**src/rtl/puzzle_regfile.sv**
```systemverilog
// ---------------------------------------------------------------------------
// puzzle_regfile
//
// Purpose:
//   Small register file holding the state of a sliding-tile puzzle. One
//   entry holds the board (6 tiles x 3 bits), one holds a saturating move
//   count, and one holds a move-order word. Every accepted write to the
//   board entry bumps the move count in the same cycle. A two-state FSM
//   (IDLE/CLEAR) wipes the whole array, one entry per cycle, on request.
//   A registered flag reports when the board matches the solved pattern.
//
// Build option:
//   REGFILE_BYPASS_EN - when defined, both read ports forward the data being
//                       written this cycle (including the incremented move
//                       count during a board write). When undefined, reads
//                       return stored contents only.
//
// Ports:
//   clk      in   1       clock, rising edge
//   rst_n    in   1       synchronous active-low reset
//   we       in   1       write request (ignored while busy)
//   dst      in   ADDR_W  write address
//   wdata    in   DATA_W  write data
//   src0     in   ADDR_W  read address, port 0
//   src1     in   ADDR_W  read address, port 1
//   rdata0   out  DATA_W  combinational read data, port 0
//   rdata1   out  DATA_W  combinational read data, port 1
//   cnt      out  DATA_W  stored move-count entry
//   ord      out  DATA_W  stored order entry
//   clr_req  in   1       request full-array clear (ignored while busy)
//   busy     out  1       clear in progress
//   comp     out  1       board equals GOAL, one cycle behind the board
//   cnt_ovf  out  1       sticky move-count saturation flag
// ---------------------------------------------------------------------------
module puzzle_regfile #(
  parameter int                  DATA_W     = 40,
  parameter int                  ADDR_W     = 4,
  parameter int                  BOARD_W    = 18,
  parameter logic [BOARD_W-1:0]  INIT_BOARD = 18'b001_010_100_101_011_000,
  parameter logic [BOARD_W-1:0]  GOAL       = 18'b001_010_011_100_101_000,
  parameter int                  BOARD_IDX  = 0,
  parameter int                  CNT_IDX    = 1,
  parameter int                  ORD_IDX    = 2
) (
  input  logic              clk,
  input  logic              rst_n,
  input  logic              we,
  input  logic [ADDR_W-1:0] dst,
  input  logic [DATA_W-1:0] wdata,
  input  logic [ADDR_W-1:0] src0,
  input  logic [ADDR_W-1:0] src1,
  output logic [DATA_W-1:0] rdata0,
  output logic [DATA_W-1:0] rdata1,
  output logic [DATA_W-1:0] cnt,
  output logic [DATA_W-1:0] ord,
  input  logic              clr_req,
  output logic              busy,
  output logic              comp,
  output logic              cnt_ovf
);

  localparam int DEPTH = 2 ** ADDR_W;

  localparam logic [ADDR_W-1:0] BOARD_A  = ADDR_W'(BOARD_IDX);
  localparam logic [ADDR_W-1:0] CNT_A    = ADDR_W'(CNT_IDX);
  localparam logic [ADDR_W-1:0] LAST_A   = ADDR_W'(DEPTH - 1);
  localparam logic [DATA_W-1:0] BOARD_RST = DATA_W'(INIT_BOARD);

  localparam logic [0:0] ST_IDLE  = 1'b0;
  localparam logic [0:0] ST_CLEAR = 1'b1;

  // Flop-based storage: reads are combinational and the whole array
  // needs a defined reset value, so this cannot map onto block RAM.
  logic [DATA_W-1:0] r_mem [DEPTH];
  logic [0:0]        r_state;
  logic [ADDR_W-1:0] r_ptr;
  logic              r_ovf;
  logic              r_comp;

  logic              w_idle;
  logic              w_wr_acc;
  logic              w_board_wr;
  logic              w_cnt_sat;
  logic              w_clr_last;
  logic [DATA_W-1:0] w_cnt_inc;

  assign w_idle     = (r_state == ST_IDLE);
  assign w_wr_acc   = we && w_idle;
  assign w_board_wr = w_wr_acc && (dst == BOARD_A);
  assign w_clr_last = (r_state == ST_CLEAR) && (r_ptr == LAST_A);

  // Move count saturates at all-ones instead of wrapping.
  assign w_cnt_sat  = &r_mem[CNT_IDX];
  assign w_cnt_inc  = w_cnt_sat ? r_mem[CNT_IDX] : (r_mem[CNT_IDX] + DATA_W'(1));

  // -------------------------------------------------------------------------
  // Storage update. Per entry priority: reset, clear sweep, direct write,
  // then the move-count side effect of a board write. A board write and a
  // direct count write can never coincide since they need different dst.
  // -------------------------------------------------------------------------
  always_ff @(posedge clk) begin
    for (int i = 0; i < DEPTH; i++) begin
      if (!rst_n) begin
        r_mem[i] <= (i == BOARD_IDX) ? BOARD_RST : '0;
      end else if ((r_state == ST_CLEAR) && (r_ptr == ADDR_W'(i))) begin
        r_mem[i] <= (i == BOARD_IDX) ? BOARD_RST : '0;
      end else if (w_wr_acc && (dst == ADDR_W'(i))) begin
        r_mem[i] <= wdata;
      end else if ((i == CNT_IDX) && w_board_wr) begin
        r_mem[i] <= w_cnt_inc;
      end
    end
  end

  // -------------------------------------------------------------------------
  // Clear FSM. The sweep pointer starts at 0 on entry to CLEAR and the FSM
  // leaves CLEAR on the edge that clears the last entry, so busy is high
  // for exactly DEPTH cycles.
  // -------------------------------------------------------------------------
  always_ff @(posedge clk) begin
    if (!rst_n) begin
      r_state <= ST_IDLE;
      r_ptr   <= '0;
    end else begin
      case (r_state)
        ST_IDLE: begin
          if (clr_req) begin
            r_state <= ST_CLEAR;
            r_ptr   <= '0;
          end
        end
        ST_CLEAR: begin
          r_ptr <= r_ptr + ADDR_W'(1);
          if (w_clr_last) begin
            r_state <= ST_IDLE;
            r_ptr   <= '0;
          end
        end
        default: begin
          r_state <= ST_IDLE;
          r_ptr   <= '0;
        end
      endcase
    end
  end

  // Sticky overflow: set by a board write that finds the count saturated,
  // dropped only by reset or by completion of a clear sweep. A direct load
  // of the count entry leaves it alone.
  always_ff @(posedge clk) begin
    if (!rst_n) begin
      r_ovf <= 1'b0;
    end else if (w_clr_last) begin
      r_ovf <= 1'b0;
    end else if (w_board_wr && w_cnt_sat) begin
      r_ovf <= 1'b1;
    end
  end

  // Solved flag sampled from stored board, one cycle behind it.
  always_ff @(posedge clk) begin
    if (!rst_n) begin
      r_comp <= 1'b0;
    end else begin
      r_comp <= (r_mem[BOARD_IDX][BOARD_W-1:0] == GOAL);
    end
  end

  // -------------------------------------------------------------------------
  // Read ports
  // -------------------------------------------------------------------------
`ifdef REGFILE_BYPASS_EN
  // Forward this cycle's write data; the direct-write check comes last so
  // it wins, although it cannot overlap the count forward in practice.
  always_comb begin
    rdata0 = r_mem[src0];
    if (w_board_wr && (src0 == CNT_A)) begin
      rdata0 = w_cnt_inc;
    end
    if (w_wr_acc && (src0 == dst)) begin
      rdata0 = wdata;
    end
  end

  always_comb begin
    rdata1 = r_mem[src1];
    if (w_board_wr && (src1 == CNT_A)) begin
      rdata1 = w_cnt_inc;
    end
    if (w_wr_acc && (src1 == dst)) begin
      rdata1 = wdata;
    end
  end
`else
  assign rdata0 = r_mem[src0];
  assign rdata1 = r_mem[src1];
`endif

  assign cnt     = r_mem[CNT_IDX];
  assign ord     = r_mem[ORD_IDX];
  assign busy    = (r_state == ST_CLEAR);
  assign comp    = r_comp;
  assign cnt_ovf = r_ovf;

endmodule

```
**config.mk**
```make
export PLATFORM = sky130hd
export DESIGN_NAME = puzzle_regfile
export DESIGN_NICKNAME = d
export VERILOG_FILES = /design/src/rtl/puzzle_regfile.sv
export SDC_FILE = /design/constraint.sdc
export NUM_CORES = 1
export LEC_CHECK = 0
export CAP_MARGIN = 5
export CORE_MARGIN = 3
export CORE_UTILIZATION = 55
export CTS_BUF_LIST = sky130_fd_sc_hd__clkbuf_4 sky130_fd_sc_hd__clkbuf_8
export DETAILED_ROUTE_END_ITERATION = 8
export PLACE_DENSITY_LB_ADDON = 0.25
export SLEW_MARGIN = 20
export SYNTH_ARGS = -nofsm -noshare
export SYNTH_HDL_FRONTEND = slang
export SYNTH_SLANG_ARGS = --single-unit
```
**constraint.sdc**
```tcl
create_clock -name clk -period 13.7 [get_ports clk]
set_input_delay 3.425 -clock clk [delete_from_list [all_inputs] [get_ports clk]]
set_output_delay 3.425 -clock clk [all_outputs]
set_load 0.1 [all_outputs]
```
# [After elaboration in Yosys (flattened, before gate mapping)]
# Memory sizes are Yosys's and may differ from the RTL's.
# Cells that the tools add are included.
# W data, S select, Z words.
[totals] reg_bits=7 ramBits=640 input_bits=56 out_inout_bits=163 n_memories=1
[op_classes] add_sub_neg=2 eq_ne=32 muxes=157 n_bitwise=35 reduce_logical=38
[mem_list] memory="r_mem" words=16 word_bits=40 read_ports=5 rd_ports_with_merged_regs=0 write_ports=16 line_no="74" source="logic [DATA_W-1:0] r_mem [DEPTH];"
[op_table] op="$mux W40" n=34
[op_table] op="$mux W1" n=119
[op_table] op="$eq A4 B4 Y1 const B" n=16
[op_table] op="$add A40 B1 Y40 const B" n=1
[op_table] op="$reduce_and A40 Y1" n=1
[op_table] op="$logic_and A1 B1 Y1" n=34
[op_table] op="$or A1 B1 Y1" n=33
[op_table] op="$eq A4 B3 Y1 const B" n=8
[op_table] op="$eq A18 B16 Y1 const B" n=1
[op_table] op="$eq A4 B2 Y1 const B" n=4
[op_table] op="$eq A4 B1 Y1 const B" n=2
[op_table] op="$logic_not A4 Y1" n=2
[op_table] op="$mux W4" n=2
[op_table] op="$pmux W4 S2" n=1
[op_table] op="$add A4 B1 Y4 const B" n=1
[op_table] op="$ne A2 B2 Y1 const B" n=1
[op_table] op="$not A1 Y1" n=2
[op_table] op="$pmux W1 S2" n=1
[op_table] op="$reduce_or A2 Y1" n=1

# [Longest topological paths before layout]
[logic_depth] word_depth=9 ltp_mapped=7

# [Worst setup path before layout]
# No wires, ideal clock.
[synth_timing] kind="input to output" start="input port src0[1]" end="output port rdata0[0]" arrival_time_ps=5255 required_time_ps=10275 slack_ps=5020 stages=5 path_buffers=3 cell_sequence="buf_2 > clkbuf_1 > buf_1 > mux4_2 > mux4_2"
[synth_between] elab_chain_len=1
[synth_lines] element="start, declared" line_no="50" source="input logic [ADDR_W-1:0] src0,"
[synth_lines] element="$mem_v2 Z16 W40"
[synth_lines] element="end, declared" line_no="52" source="output logic [DATA_W-1:0] rdata0,"
# Every way passes these cells.

# [Worst setup path after layout]
[layout_timing] start="input port src0[0]" end="output port rdata0[0]"
# Same word-level chain as after synthesis.

==> metrics <==
drt first pass iters 7; CTS Hold Bufs 0; register area share after synthesis 0.556; Post-Route WL 109 mm; Clock Tree Root clkbuf_8; maximum clock path buffer count 3; count of pins over their slew limit 0; Vias/cell ~7; cell area after synthesis 0.0348 mm^2; Port Buffers 218; fmax 0.0961 GHz; Post-synth EDFFs 640; area leader, netlist edfxtp_1; largest net degree at the start of global routing 64; crit path kind input port to output port; share of cells above drive strength 1 0.273; hold_sp r_mem[0][0]; Core Util, Final 0.642; PwrDens 122 mW/mm^2; Register-to-Register Path Depth 5; CTS tree built; synth unique cells 52; Worst Path Arrival 6.98 ns; fin crit share 0.759; DRC 0; R2R Path Start busy; Compound-Gate Fraction of Synth Area 0.0127; Final min period between 10 and 15 ns; Detail Route Antenna Nets 0; core area 0.0622 mm^2; Die H approximately 260 um; Area contributors post-synth edfxtp_1, mux4_2, and2_1; share of the synthesized area in the top cell type 0.552; clock sink total 647; Final Cell Area 0.0399 mm^2; htree depth 3; Area growth syn-to-layout 14.7%; num rows 91; post-CTS repair timing setup buffer count 0; footprint of the multi-input gates 0.0149 mm^2; Mapped Cells 2153; status complete, no violations; Post-Synth Adder-Cell Area 0.00180; TNS Setup 0 ns; most frequent CP cell mux4_2; first-pass GRT wire length 157 mm; DRT iter0 DRCs 3291; FF+latch count, synth roughly 650; post-CTS resize count 0; total grt overflow 0; Nets 2378; Total GRT Usage 0.330; pre-CTS setup slack around 3.3 ns; Simple-Gate Fraction of Synth Area 0.134; Slowest Stage Delay on Critical Path 1.00 ns; Leak 13.8 nW; Clock Skew 0.0354 ns; Critical Path Source Type input port; worst slew pin tran 1.14 ns; initial antenna violation count 8; routed len/inst 33.7 um; Filler Cells Inserted 4366; full die area 0.0663 mm^2; Synth Area in XOR/XNOR 0.00931; Avg Inst Size Synth 16.2 um^2; VDD IR-drop max ~0.087 mV; RSZ-0062 raised after global routing false; Post-Syn Nets 2214; effective utilization at floorplan 0.560; Vias 22300; clk_lat worst skew 0.71 ns; slew margin rel. 0.240; final setup violation count 0; Hold WS 0.532 ns; post-route setup slack 3.30 ns; combinational family with the most area after synthesis multiplexers; Fin. Hold Viols 0; Worst Setup SP src0[0]; Yosys warning total 0; commonest cells in the netlist edfxtp_1, and2_1, mux4_2; Post-DP HPWL 63.9 mm; Die W around 260 um; multiplexer area fraction after synthesis 0.259; Max Cap Violations 0; Reg clk slew, reported paths 0.07 ns; Hold WC Path Type register to register; Register Area about 0.019 mm^2; most common cell in the netlist edfxtp_1; critical-path maximum fanout 59; RePlAce Congestion between 0.8 and 0.9; CP required just over 10 ns; worst-path cell chain buf_8 > buf_4 > mux4_2 > mux4_2 > clkdlybuf4s50_1; async set or reset register ratio after synthesis 0; Top FF cell, synth edfxtp_1; Ports 219; Area after DPL 0.0380 mm^2; vias in the first global route ~23000; CTS Buf Count 104; Hold Path Stages 1; Worst setup EP type output port; slowest CP cell clkdlybuf4s50_1
## metal layers
metal	up-vias	track usage	part of all wire
li1	8780	-	-
met1	11500	0.440	0.35
met2	1729	0.510	0.47
met3	322	0.0963	0.13
met4	6	0.146	0.046
met5	-	0	0.00042
## per-stage QoR
stage	total power, mW	cells
2_1_floorplan	3.00	2153
3_3_place_gp	3.24	3043
3_5_place_dp	3.26	3048
4_1_cts	4.86	3228
5_1_grt	4.98	3229
6_report	4.85	3230
## power by group
| group | leakage [nW] | switching [mW] | internal [mW] |
|---|---|---|---|
| logic | 6.13 | 0.605 | 0.295 |
| clock network | 1.04 | 0.779 | 0.844 |
| registers | 6.58 | 0.0660 | 2.26 |
| total | 13.8 | 1.45 | 3.40 |
## flip-flops by register name (all words and copies together) (netlist names)
register / count
r_ptr: 4
cnt_ovf: 1
busy: 1
comp: 1
r_mem: 640
## worst max-delay path: cells and delay by family
family,cells,cell delay [ns]
muxes,2,1.13
buffers and inverters,3,2.25
## cells in the final DEF (no fill, tap or decap), types with 7 or more instances in the layout
cell type        count
o221ai_4            11
nor2_1               8
dfxtp_1              7
clkinv_1            25
edfxtp_1           640
nand3_1             19
nand4_1              8
clkbuf_8           106
xor2_1              13
and2_1             569
nor4_1              15
clkbuf_4            27
and3_1              40
o21ai_0             34
clkinv_2            16
buf_4               49
mux4_2             400
xnor2_1             24
clkdlybuf4s50_1    209
or3_1                8
o21ai_1              7
nor2_4              15
nand2_1             61
## area by class of cell
class                      count  area share
antenna                        2    0.000125
clock inverter                47     0.00721
multi-input combinational   1288       0.373
inverter                       6    0.000564
timing repair buffer         270      0.0668
sequential                   647       0.485
clock buffer                 133      0.0416
tap                          837      0.0262
## kinds of logic (layout without fill, tap and decap cells)
logic type                 count (synthesis)  count (layout)
and+or+nand+nor                          775             775
other                                      0               2
xor gates and xnor gates                  37              37
buffers and inverters                    218             456
adders and majority gates                  5               5
DFF                                      647             647
AOI/OAI and AO/OA                         70              70
muxes                                    401             401
## final timing paths
check,end,slack [ns]
setup reg to reg,r_mem[1][24],10.17
setup / recovery,rdata0[0],3.30
hold reg to reg,comp,0.53
hold / removal,comp,0.53
Note: power is estimated with default switching activity, not from simulation.
